File: src/rtl/store_buffer.sv
// ---------------------------------------------------------------------------
// store_buffer
// In-order store queue in front of the data memory. Stores are buffered and
// drained into the memory write port on cycles without a load; loads read
// memory combinationally and are patched with matching buffered store data so
// the pipeline always observes program-order memory contents.
//
// Ports:
//   clk, rst_n                      clock, asynchronous active-low reset
//   st_valid/st_byte/st_addr/st_data store request (byte or word)
//   st_ready                        buffer can accept a store (count < DEPTH)
//   ld_valid/ld_addr                load request
//   ld_data                         forwarded load result (combinational)
//   mem_addr/mem_wdata              shared memory address / write data
//   mem_write/mem_write_eight       word / byte write strobes
//   mem_rdata                       combinational memory read data
//   empty                           no buffered stores
// ---------------------------------------------------------------------------
module store_buffer #(
  parameter int DEPTH = 4
) (
  input  logic        clk,
  input  logic        rst_n,
  input  logic        st_valid,
  input  logic        st_byte,
  input  logic [31:0] st_addr,
  input  logic [31:0] st_data,
  output logic        st_ready,
  input  logic        ld_valid,
  input  logic [31:0] ld_addr,
  output logic [31:0] ld_data,
  output logic [31:0] mem_addr,
  output logic [31:0] mem_wdata,
  output logic        mem_write,
  output logic        mem_write_eight,
  input  logic [31:0] mem_rdata,
  output logic        empty
);

  localparam int AW = $clog2(DEPTH);
  localparam int CW = AW + 1;

  logic [31:0]    r_addr [DEPTH];
  logic [31:0]    r_data [DEPTH];
  logic [DEPTH-1:0] r_byte;
  logic [AW-1:0]  r_head;
  logic [AW-1:0]  r_tail;
  logic [CW-1:0]  r_count;

  logic           w_push;
  logic           w_drain;
  logic           w_has;
  logic [AW-1:0]  w_idx;
  logic [31:0]    w_fwd;

  // Status flags come only from the registered count.
  assign st_ready = (r_count < CW'(DEPTH));
  assign empty    = (r_count == {CW{1'b0}});
  assign w_has    = !empty;
  assign w_push   = st_valid && st_ready;
  assign w_drain  = !ld_valid && w_has;

  // Memory port arbitration: a load owns the port, otherwise the head drains.
  always_comb begin
    mem_addr        = 32'h0000_0000;
    mem_wdata       = 32'h0000_0000;
    mem_write       = 1'b0;
    mem_write_eight = 1'b0;
    if (ld_valid) begin
      mem_addr = ld_addr;
    end else if (w_has) begin
      mem_addr        = r_addr[r_head];
      mem_wdata       = r_data[r_head];
      mem_write       = !r_byte[r_head];
      mem_write_eight = r_byte[r_head];
    end else begin
      mem_addr = 32'h0000_0000;
    end
  end

  // Load forwarding: walk oldest to youngest so the youngest match wins.
  always_comb begin
    w_fwd = mem_rdata;
    w_idx = {AW{1'b0}};
    for (int i = 0; i < DEPTH; i++) begin
      w_idx = r_head + AW'(i);
      if ((CW'(i) < r_count) && (r_addr[w_idx] == ld_addr)) begin
        if (r_byte[w_idx]) begin
          w_fwd[7:0] = r_data[w_idx][7:0];
        end else begin
          w_fwd = r_data[w_idx];
        end
      end else begin
        w_fwd = w_fwd;
      end
    end
  end

  assign ld_data = w_fwd;

  // Entry storage: written on push, deliberately left uncleared by reset.
  always_ff @(posedge clk) begin
    if (w_push) begin
      r_addr[r_tail] <= st_addr;
      r_data[r_tail] <= st_data;
      r_byte[r_tail] <= st_byte;
    end
  end

  // Pointers and occupancy; reset discards every buffered store.
  always_ff @(posedge clk or negedge rst_n) begin
    if (!rst_n) begin
      r_head  <= {AW{1'b0}};
      r_tail  <= {AW{1'b0}};
      r_count <= {CW{1'b0}};
    end else begin
      if (w_push) begin
        r_tail <= r_tail + AW'(1);
      end
      if (w_drain) begin
        r_head <= r_head + AW'(1);
      end
      case ({w_push, w_drain})
        2'b10:   r_count <= r_count + CW'(1);
        2'b01:   r_count <= r_count - CW'(1);
        default: r_count <= r_count;
      endcase
    end
  end

endmodule

File: config.mk
export PLATFORM = sky130hd
export DESIGN_NAME = store_buffer
export DESIGN_NICKNAME = d
export VERILOG_FILES = /design/src/rtl/store_buffer.sv
export SDC_FILE = /design/constraint.sdc
export NUM_CORES = 1
export LEC_CHECK = 0
export ABC_CLOCK_PERIOD_IN_PS = 4800
export CAP_MARGIN = 20
export CORE_MARGIN = 2
export CORE_UTILIZATION = 55
export DETAILED_ROUTE_END_ITERATION = 10
export PLACE_DENSITY = 0.76
export SLEW_MARGIN = 20
export SYNTH_ARGS = -nofsm -noshare
export SYNTH_HDL_FRONTEND = slang
export SYNTH_SLANG_ARGS = --single-unit
File: constraint.sdc
create_clock -name clk -period 4.8 [get_ports clk]
set_input_delay 0.96 -clock clk [delete_from_list [all_inputs] [get_ports clk]]
set_output_delay 0.96 -clock clk [all_outputs]
set_load 0.01 [all_outputs]
==> summary.txt <==
Worst setup path
  – R2r setup slk: 1.87 ns
  – Arr. time, crit path: 4.32 ns
  – Setup crit end kind: output pin
  – Setup Crit Path Kind: flop to output pin
  – R2R depth: 10
  – Critical R2R Launch: r_count[0]
  – Reg2reg end: r_count[2]
  – Max FO, Critical Path: 15
  – CP required: 3.84 ns
  – CP Launch Type: flop

Route
  – Vias: 16097
  – Routed WL per cell: 26.4 µm
  – Detailed Route WL: ~65000 µm
  – Initial DRC Count: about 2000
  – Avg Vias per Cell: around 6.5
  – Number of remaining DRC errors: 0
  – Pre-antenna DRT Iters: 7
  – Post-DRT Antenna Nets: 0

GRT
  – GRT Util Overall: 0.355
  – Largest net degree at the start of global routing: 73
  – Global-route wire length before repair: 95300 µm
  – Vias in the first global route: 15882
  – Initial antenna violation count: 3
  – GRT overflow: 0

Outcome
  – Status: complete, but fails checks
  – Failing checks: negative setup slack

Timing
  – Slew headroom: 0.427
  – RSZ-0062 raised after global routing: true
  – Final setup vio count: 32
  – Setup TNS: -12.35 ns
  – Period utilisation layout: 1.10
  – Worst Slack Setup Final: -0.479 ns
  – Clk_skew: approximately 0.012 ns
  – Final hold vios: 0
  – Final Critical Period: 5.28 ns
  – Slew Viols, Final: 0
  – Fmax: 189 MHz
  – Worst-Margin Slew: 0.859 ns

Place
  – RD Place Congestion: 1.02
  – Pre-CTS setup slack: -0.766 ns
  – HPWL Detailed: 43700 µm
  – I/O Buffers: 232

Logic synthesis
  – Post-synth EDFFs: 260
  – Synth top cells by count: edfxtp_1, mux2i_1, nand2_1
  – Post-synth top area share: 0.426
  – Synth cell types: 75
  – Area leader, netlist: edfxtp_1
  – Syn_area_per_cell: about 12 µm²
  – Syn Nets: 1680
  – Post-synth design cell area: 18300 µm²
  – Most area-consuming cells after synthesis: edfxtp_1, mux4_2, mux2i_1, mux2_2, xnor2_1
  – Most common cell in the netlist: edfxtp_1
  – Yosys reg bits: between 200 and 300
  – Ys flop type: edfxtp_1
  – Syn. warnings: 0
  – Sequential area share after synthesis: 0.435
  – FFs w/ async S/R, synth: 0.0262
  – Synth Instances: 1538

Pwr
  – Leak pwr: 9.77 nW
  – Worst VDD drop: 0.573 mV
  – Pwr per Cell Area: 579 nW/µm²
  – Power consumption: 0.0149 W

Cells and area
  – Area of the multi-input gates: 10400 µm²
  – Filler cells: 1986
  – Layout cells sized above 1: 0.367
  – Register area: 7990 µm²
  – Synth-to-Final Area Change: 40.0%
  – Fin nets: roughly 2200

Min path
  – Hold path start: r_count[0]
  – Hold path depth: 1
  – End of the worst hold path: r_count[0]
  – Hold crit path type: flop to flop

Die
  – Core area: approximately 33000 µm²
  – Die height: roughly 190 µm
  – I/O pins: 233
  – Initial core utilization: 0.561
  – Die width: between 150 and 200 µm
  – DIE AREA: 34800 µm²
  – Row count: 66

Clock tree
  – Latest clock arrival within the worst-skew pair: around 0.58 ns
  – Root Buffer: clkbuf_16
  – Clock Sinks: 267
  – Clock-pin slew on the worst setup and hold paths: about 0.060 ns
  – CTS tree: yes
  – Hold Buf Count CTS: 0
  – Htree depth: 1
  – CTS buffer count: 30
  – Max Buffers Root-to-Sink: 3

Flow run
  – Max-cap violations: 0
## layer usage
metal  vias up  GRT usage  share of wire
li1       6939          -              -
met1      7950      0.482           0.39
met2      1014      0.588           0.47
met3       194     0.0632           0.10
met4         0      0.102          0.038
met5         -          0              0
## worst max path at each step
stage | start | end | slack, ns | cells after the start
after floorplan | ld_addr[23] | ld_data[22] | 0.46 | 11
after global placement | ld_addr[1] | ld_data[7] | -0.79 | 10
after detailed placement | ld_addr[1] | ld_data[7] | -0.77 | 10
after CTS | r_head[0] | ld_data[12] | -0.37 | 16
after global routing | r_head[1] | ld_data[12] | -0.57 | 16
final | r_head[1] | ld_data[12] | -0.48 | 16
## placed cells by master, fill, tap and decap left out, types with 28 or more instances in the layout
cell	count
nor2_1	51
buf_12	37
mux2_2	96
buf_6	33
nand2_1	121
mux4_2	80
clkbuf_16	34
inv_1	33
buf_4	260
xnor2_1	55
a22o_1	36
and2_1	28
edfxtp_1	260
clkdlybuf4s50_1	200
a21oi_1	46
o21ai_0	36
mux2i_1	145
## registers in the layout (all words and copies together) (netlist names)
name,count
r_addr,128
r_byte,4
r_tail,2
r_count,3
r_data,128
r_head,2
## logic make-up (layout without fill, tap and decap cells)
group,count (synthesis),count (layout),share of synthesized area
AOI/OAI and AO/OA,357,357,0.139
muxes,349,349,0.252
and+or+nand+nor,288,288,0.0761
DFF,267,267,0.435
buffers and inverters,169,665,0.0450
xor gates and xnor gates,99,99,0.0473
adders and majority gates,9,9,0.00614
other,0,2,0
## where the power goes
group | switching (W) | internal, W
Clock | 0.000937 | 0.00128
Sequential | 0.000239 | 0.00294
Combinational | 0.00478 | 0.00468
## critical path, stage by stage, from the launching register on
cell,delay [ns]
dfrtp_4,0.49
buf_12,0.15
buf_12,0.19
buf_12,0.18
mux4_2,0.53
xnor2_2,0.20
nand4_1,0.18
nor2_1,0.17
buf_4,0.15
nand4_1,0.13
buf_4,0.17
or3_4,0.35
o2111ai_4,0.15
buf_4,0.24
o21ai_1,0.09
a22o_1,0.22
buf_2,0.15
## timing repair
action                                  CTS  global route
endpoints found under the setup margin   32            32
gates cloned                              8             4
pin swaps                                82            58
buffers inserted                         36            23
endpoints found under the hold margin     0             0
resized for setup                       286           107
## metrics by stage
step | instances | hold WS [ns] | area [µm²] | utilization
final | 2478 | 0.602 | 25700 | 0.785
after detailed placement | 2355 | 0.586 | 22900 | 0.701
after CTS | 2450 | 0.598 | 24900 | 0.761
after global placement | 2355 | 0.572 | 22900 | 0.701
after floorplan | 1538 | 0.524 | 18300 | -
after global routing | 2476 | 0.620 | 25700 | 0.785
## area by class of cell
type	instances	share of cell area
Inverter	35	0.00516
Clock inverter	9	0.00424
Tap cell	442	0.0215
Clock buffer	43	0.0319
Multi-Input combinational cell	1102	0.405
Antenna cell	2	0.000195
Sequential cell	267	0.311
Timing Repair Buffer	578	0.221
Power figures use the tool's default switching activity.
